File: src/rtl/serial_twos_negator_if.sv
// Operand/result handshake bundle for serial_twos_negator.
// The master side supplies operands and accepts results; the slave side is the negator.
interface serial_twos_negator_if #(
    parameter int WIDTH = 16
);
    logic             inValid;
    logic             inReady;
    logic [WIDTH-1:0] a;
    logic [1:0]       mode;
    logic             outValid;
    logic             outReady;
    logic [WIDTH-1:0] result;
    logic             ovf;
    logic             zero;

    modport master (
        output inValid, a, mode, outReady,
        input  inReady, outValid, result, ovf, zero
    );

    modport slave (
        input  inValid, a, mode, outReady,
        output inReady, outValid, result, ovf, zero
    );
endinterface

File: src/rtl/serial_twos_negator.sv
// Digit-serial two's-complement pass/negate/abs unit.
// Processes DIGIT bits per cycle, LSB first, using one registered carry.
module serial_twos_negator #(
    parameter int WIDTH = 16,
    parameter int DIGIT = 4
) (
    input logic                  clk,
    input logic                  rstN,
    serial_twos_negator_if.slave bus
);
    localparam int STEPS = WIDTH / DIGIT;
    localparam int CW    = (STEPS > 1) ? $clog2(STEPS) : 1;
    localparam logic [WIDTH-1:0] MOST_NEG = {1'b1, {(WIDTH-1){1'b0}}};

    if (WIDTH < 2 || (WIDTH % DIGIT) != 0) begin : g_param_check
        $error("serial_twos_negator: WIDTH must be >= 2 and an exact multiple of DIGIT");
    end

    typedef enum logic [1:0] {
        IDLE,
        RUN,
        DONE
    } state_t;

    state_t           state;
    logic [WIDTH-1:0] op;
    logic [WIDTH-1:0] res;
    logic             do_neg;
    logic             carry;
    logic [CW-1:0]    cnt;
    logic             ovf_q;
    logic             zero_q;
    logic             out_valid;

    logic [DIGIT-1:0] digit;
    logic [DIGIT:0]   sum;
    logic [WIDTH-1:0] res_next;
    logic             accept_neg;
    int               base;

    // Negation is ~a + 1: the +1 enters as the initial carry, then ripples digit by digit.
    always_comb begin
        base       = DIGIT * int'(cnt);
        digit      = op[base +: DIGIT];
        sum        = {1'b0, (do_neg ? ~digit : digit)} + {{DIGIT{1'b0}}, carry};
        res_next   = res;
        res_next[base +: DIGIT] = sum[DIGIT-1:0];
        accept_neg = (bus.mode == 2'b01) || (bus.mode == 2'b10 && bus.a[WIDTH-1]);
    end

    always_ff @(posedge clk or negedge rstN) begin
        if (!rstN) begin
            state     <= IDLE;
            op        <= '0;
            res       <= '0;
            do_neg    <= 1'b0;
            carry     <= 1'b0;
            cnt       <= '0;
            ovf_q     <= 1'b0;
            zero_q    <= 1'b0;
            out_valid <= 1'b0;
        end else begin
            case (state)
                IDLE: begin
                    if (bus.inValid) begin
                        op     <= bus.a;
                        do_neg <= accept_neg;
                        carry  <= accept_neg;
                        cnt    <= '0;
                        state  <= RUN;
                    end
                end
                RUN: begin
                    res   <= res_next;
                    carry <= sum[DIGIT];
                    if (cnt == CW'(STEPS - 1)) begin
                        // Flags are taken from the completed result so they settle with DONE.
                        ovf_q     <= do_neg && (op == MOST_NEG);
                        zero_q    <= (res_next == '0);
                        out_valid <= 1'b1;
                        cnt       <= '0;
                        state     <= DONE;
                    end else begin
                        cnt <= cnt + 1'b1;
                    end
                end
                DONE: begin
                    if (bus.outReady) begin
                        out_valid <= 1'b0;
                        state     <= IDLE;
                    end
                end
                default: state <= IDLE;
            endcase
        end
    end

    // inReady is gated by rstN so it is low for the whole time reset is asserted.
    assign bus.inReady  = (state == IDLE) && rstN;
    assign bus.outValid = out_valid;
    assign bus.result   = res;
    assign bus.ovf      = ovf_q;
    assign bus.zero     = zero_q;
endmodule
File: src/flat_wrapper.sv
// flat-port wrapper written by rule: the top's interface ports become plain ports
module serial_twos_negator_flat 
#(
    parameter int WIDTH = 16,
    parameter int DIGIT = 4
)
  (clk, rstN, bus_inValid, bus_a, bus_mode, bus_outReady, bus_inReady, bus_outValid, bus_result, bus_ovf, bus_zero);
  serial_twos_negator_if #(.WIDTH(WIDTH)) bus_i ();
  input logic clk;
  input logic rstN;
  input wire logic [$bits(bus_i.inValid)-1:0] bus_inValid;
  input wire logic [$bits(bus_i.a)-1:0] bus_a;
  input wire logic [$bits(bus_i.mode)-1:0] bus_mode;
  input wire logic [$bits(bus_i.outReady)-1:0] bus_outReady;
  output wire logic [$bits(bus_i.inReady)-1:0] bus_inReady;
  output wire logic [$bits(bus_i.outValid)-1:0] bus_outValid;
  output wire logic [$bits(bus_i.result)-1:0] bus_result;
  output wire logic [$bits(bus_i.ovf)-1:0] bus_ovf;
  output wire logic [$bits(bus_i.zero)-1:0] bus_zero;
  assign bus_i.inValid = bus_inValid;
  assign bus_i.a = bus_a;
  assign bus_i.mode = bus_mode;
  assign bus_i.outReady = bus_outReady;
  assign bus_inReady = bus_i.inReady;
  assign bus_outValid = bus_i.outValid;
  assign bus_result = bus_i.result;
  assign bus_ovf = bus_i.ovf;
  assign bus_zero = bus_i.zero;
  serial_twos_negator #(.WIDTH(WIDTH), .DIGIT(DIGIT)) u_core (.clk(clk), .rstN(rstN), .bus(bus_i));
endmodule
File: config.mk
export PLATFORM = sky130hd
export DESIGN_NAME = serial_twos_negator_flat
export DESIGN_NICKNAME = d
export VERILOG_FILES = /design/src/rtl/serial_twos_negator_if.sv /design/src/rtl/serial_twos_negator.sv /design/src/flat_wrapper.sv
export SDC_FILE = /design/constraint.sdc
export NUM_CORES = 1
export LEC_CHECK = 0
export BUFFER_PORTS_ARGS = -buffer_cell sky130_fd_sc_hd__clkbuf_2
export CAP_MARGIN = 5
export CORE_MARGIN = 2
export CORE_UTILIZATION = 30
export CTS_BUF_LIST = sky130_fd_sc_hd__clkbuf_8
export DETAILED_ROUTE_END_ITERATION = 6
export PLACE_DENSITY = 0.55
export SLEW_MARGIN = 40
export SYNTH_ARGS = -nofsm -noshare
export SYNTH_HDL_FRONTEND = slang
export SYNTH_SLANG_ARGS = --single-unit
File: constraint.sdc
create_clock -name clk -period 3.27 [get_ports clk]
set_input_delay 0.327 -clock clk [delete_from_list [all_inputs] [get_ports clk]]
set_output_delay 0.327 -clock clk [all_outputs]
set_load 0.01 [all_outputs]
Yosys cells after proc, flatten, opt, wreduce, memory -nomap -nowiden
Cells that the tools add are included.
{"block": "totals", "regBits": 41, "output_inout_bits": 20, "elab_cells": 52}
{"block": "classes", "n_addsub": 3, "eq_ne": 9, "shifts": 3, "n_mux": 14, "bitwise_logic": 1, "reduce_logical": 13}
{"operator": "$neg A4 Y33", "count": 1}
{"operator": "$shift A4 B33 Y16 const A", "count": 1}
{"operator": "$shiftx A4 B33 Y16", "count": 1}
{"operator": "$bwmux W16", "count": 1}
{"operator": "$eq A16 B16 Y1 const B", "count": 1}
{"operator": "$logic_not A16 Y1", "count": 1}
{"operator": "$shiftx A16 B5 Y4", "count": 1}
{"operator": "$mux W2", "count": 5}
{"operator": "$eq A2 B2 Y1 const B", "count": 3}
{"operator": "$pmux W2 S3", "count": 1}
{"operator": "$reduce_and A2 Y1", "count": 3}
{"operator": "$reduce_and A3 Y1", "count": 2}
{"operator": "$add A4 B1 Y5", "count": 1}
{"operator": "$eq A2 B1 Y1 const B", "count": 2}
{"operator": "$mux W4", "count": 1}
{"operator": "$ne A2 B2 Y1 const B", "count": 2}
{"operator": "$not A4 Y4", "count": 1}
{"operator": "$pmux W1 S2", "count": 2}
{"operator": "$pmux W2 S2", "count": 1}
{"operator": "$reduce_bool A2 Y1", "count": 2}
{"operator": "$logic_and A1 B1 Y1", "count": 3}
{"operator": "$mux W1", "count": 3}
{"operator": "$add A2 B1 Y2 const B", "count": 1}
{"operator": "$logic_not A2 Y1", "count": 1}
{"operator": "2 further kinds", "count": 2}

Longest topological paths before layout
{"block": "depth", "word_depth": 7, "depth_mapped": 10, "ltp_nobuf": 9}

Worst setup path before layout
Ideal clock, no wire load.
{"block": "synth_timing", "path_kind": "register to register", "from": "register u_core.cnt[0]", "to": "register u_core.zero_q, in the netlist u_core.bus.zero", "setup_time_ps": 83, "arrival_ps": 2707, "setup_slack_ps": 480, "path_stages_with_launch": 10, "path_buffers": 1, "synth_period_minus_slack_ps": 2790, "path_cell_list": "dfrtp_1 buf_6 mux4_2 xor2_1 ha_1 ha_1 a31o_1 a2111oi_0 nand3_1 o21ai_0"}
{"block": "synth_between", "elab_chain_cells": 7, "elab_cells_between_ends": 11}
{"item": "start, declared", "line": "serial_twos_negator.sv:30", "source": "logic [CW-1:0] cnt;"}
{"item": "start signal, assigned", "line": "serial_twos_negator.sv:84", "source": "cnt <= cnt + 1'b1;"}
{"item": "$shiftx A16 B5 Y4", "line": "serial_twos_negator.sv:44", "source": "digit = op[base +: DIGIT];"}
{"item": "$not A4 Y4", "line": "serial_twos_negator.sv:45", "source": "sum = {1'b0, (do_neg ? ~digit : digit)} + {{DIGIT{1'b0}}, carry};"}
{"item": "$mux W4", "line": "serial_twos_negator.sv:45"}
{"item": "$add A4 B1 Y5", "line": "serial_twos_negator.sv:45"}
{"item": "$shiftx A4 B33 Y16", "line": "serial_twos_negator.sv:47", "source": "res_next[base +: DIGIT] = sum[DIGIT-1:0];"}
{"item": "$bwmux W16", "line": "serial_twos_negator.sv:47"}
{"item": "$logic_not A16 Y1", "line": "serial_twos_negator.sv:79", "source": "zero_q <= (res_next == '0);"}
{"item": "end signal, assigned", "line": "serial_twos_negator.sv:79"}
{"item": "end, declared", "line": "serial_twos_negator.sv:32", "source": "logic zero_q;"}
Parallel ways exist; a longest one is shown, timed or not.
A chain may end at the register's enable or synchronous reset.

Worst setup path in the final report
Same ends and word-level chain as after synthesis.

==> out/summary.txt <==
Run status - finished, final reports clean
Worst VDD drop - 351 uV
Resized cells post-CTS - 0
First-pass GRT wire length - 7.65 mm
CTS clk-pin slew, worst paths - 0.08 ns
Fmax - 0.346 GHz
MaxCap Viol Count - 0
Dominant cell by count in the synthesized netlist - dfrtp_1
Postcts setup bufs - 0
Slowest stage delay, CP - 0.58 ns
DRC Markers - 0
Final worst slack - 0.384 ns
Final instance area - 2470 um2
Via count - 1527
Clock Path Buffers - 2
Synth top cells by count - dfrtp_1 (41), nand2_1 (18), mux2_2 (16)
Yosys reg bits - 41
Post-synth top area share - 49.7%
N_diodes - 0
Slowest-stage cell, CP - a2111oi_0
Setup Skew - 0.00769 ns
CTS Hold Bufs - 0
CTS tree - built
Logic gate share of total power - 52.3%
Die area - 7570 um2
Post-Syn Area per Cell - 11.8 um2
Antenna violations before repair - 0
Final antenna-violating net count - 0
Data arrival, critical path - 3.10 ns
Post-synth top area cell - dfrtp_1
Required time worst endpoint - 3.48 ns
Critical-path cell list - buf_4 -> mux4_2 -> xor2_1 -> ha_1 -> a31o_1 -> a2111oi_0 -> a32oi_1 -> o21ai_0
Worst Reg-to-Reg Cells - 8
Root buffer cell - clkbuf_8
Seq/Total Area, Yosys - 49.7%
Flop pwr share - 35.0%
Clk network pwr share - 12.7%
Reg-to-Reg Start - u_core.cnt[0]
Max Fanout on Critical Path - 14
LEAKAGE - 1.14 nW
Placed cell areas - 2380 um2
Congestion Overflow GR - 0
Tcrit/Tclk final - 88.3%
Synth warn - 0
Drt first-iter violations - 103
PwrDens - 1060 nW/um2
Met3 Track Usage GR - 3.32%
Vias in the first global route - 1535
P_sw - 1.10 mW
Fin nets - 252
Fraction of layout instances using a drive strength above 1 - 33.8%
Most Crowded Layer GR - met2
DP Worst Slack - 0.371 ns
Sw Ratio - 41.9%
Endpoint class of the critical path - register
Die W - 87.0 um
IO Port Bufs - 41
Setup Viol. Count Final - 0
Num Clock Sinks - 41
Pin count of the biggest net entering global routing - 42
Area contributors post-synth - dfrtp_1 (50%), mux2_2 (8.7%), a22o_1 (5.9%)
Least-Margin Pin Slew - 0.592 ns
Setup crit start - u_core.cnt[0]
Core Footprint - 6720 um2
Met1 Use GR - 18.7%
Routed WL - 4.42 mm
Post-DP HPWL - 3.32 mm
Internal - 1.52 mW
# H-tree levels - 2
Drt wl/cell - 14.6 um
Hold Crit Class - input port to asynchronous set/reset pin
Period minus WS final - 2.89 ns
Final Hold Fails - 0
Setup crit start kind - register
Core Rows - 30
Synthesis-to-finish area growth - 19.5%
Primary FF master, synth - dfrtp_1
CP Class - register to register
Gate Count Post-Synth - 175
Starting Density - 30.7%
Setup TNS - 0 ns
Total CTS buffers - 5
Max-slew violations - 0
Final GP Congestion - 0.752
Post-synthesis cell area - 2070 um2
Synthesized Nets - 205
Unique masters post-synth - 40
R2r setup slk - 0.38 ns
RR Endpoint - u_core.bus.zero
Clock Latency Late Sink - 0.30 ns
Boundary Pins - 42
EDFF count, synth - 0
Max-slew headroom - 59.5%
Drt via density - 5.06
Global Route Usage Sum - 13.0%
Initial DRT Pass Iterations - 4
Die Ht - 87.0 um
Crit path to - u_core.bus.zero
Async set-reset flop share out of synthesis - 100%
M2 GR Usage - 19.2%
Unrepaired setup endpoints after global routing - false
==> per-stage QoR <==
| stage | cells | hold slack, ns | util, % | total power, mW |
|---|---|---|---|---|
| 3_3_place_gp | 295 | 0.470 | 35.5 | 2.31 |
| 4_1_cts | 302 | 0.157 | 36.7 | 2.66 |
| 6_report | 302 | 0.121 | 36.7 | 2.62 |
| 5_1_grt | 302 | 0.185 | 36.7 | 2.86 |
| 3_5_place_dp | 295 | 0.471 | 35.5 | 2.33 |
| 2_1_floorplan | 175 | 0.0314 | - | 1.89 |
==> state kept, by name, indices dropped and copies added, names as in the netlist <==
| register | flops |
|---|---|
| u_core.state | 2 |
| u_core.bus.result | 16 |
| u_core.bus.zero | 1 |
| u_core.do_neg | 1 |
| u_core.bus.ovf | 1 |
| u_core.carry | 1 |
| u_core.bus.outValid | 1 |
| u_core.cnt | 2 |
| u_core.op | 16 |
==> worst min path at each step <==
| stage | from | to | slack [ns] |
|---|---|---|---|
| 4_1_cts | rstN | u_core.bus.result[1] | 0.16 |
| 5_1_grt | rstN | u_core.bus.result[12] | 0.18 |
| 3_3_place_gp | u_core.bus.ovf | u_core.bus.ovf | 0.47 |
| 6_report | rstN | u_core.bus.result[15] | 0.12 |
| 2_1_floorplan | rstN | u_core.bus.outValid | 0.03 |
| 3_5_place_dp | u_core.bus.ovf | u_core.bus.ovf | 0.47 |
==> layout make-up <==
class                   instances  area (um2)
flip-flops and latches         41        1030
clock inverters                 1        3.75
repair buffers                 46         243
fillers                       685        4250
multi-input cells             122         991
clock buffers                   6        82.6
inverters                       6        22.5
well taps                      80         100
==> placed cells by master (no fill, tap or decap), drive strengths merged, types with 5 or more instances in the layout <==
master	netlist	routed
nor4	6	6
inv	6	7
dfrtp	41	41
o21ai	5	5
a22o	14	14
nand2	18	18
buf	2	5
mux2	16	16
clkbuf	4	47
ha	8	8
==> power by group through the flow <==
stage,logic [mW],clock network (mW),registers (mW)
3_3_place_gp,1.38,0,0.928
4_1_cts,1.40,0.345,0.921
3_5_place_dp,1.40,0,0.929
2_1_floorplan,0.977,0,0.914
6_report,1.37,0.333,0.918
5_1_grt,1.53,0.367,0.956
==> logic make-up after synthesis <==
| family | synth area share [%] |
|---|---|
| adders and majority gates | 4.85 |
| muxes | 14.1 |
| buffers and inverters | 2.60 |
| and+or+nand+nor | 12.1 |
| DFF | 49.7 |
| xor gates and xnor gates | 2.12 |
| AOI/OAI and AO/OA | 14.6 |
==> critical path, delay by kind of cell, from the launching register on <==
family          cells  cell delay (ns)
flops               1             0.38
mux                 1             0.56
buf+inv             1             0.22
fa+ha+maj           1             0.40
xor+xnor            1             0.16
compound gates      4             1.09
==> layer usage <==
metal	wire, um	vias up
met4	43	0
met2	1930	37
met3	200	6
met5	0	-
met1	2250	735
li1	-	749
No activity file was read; power rests on OpenSTA's default activity.
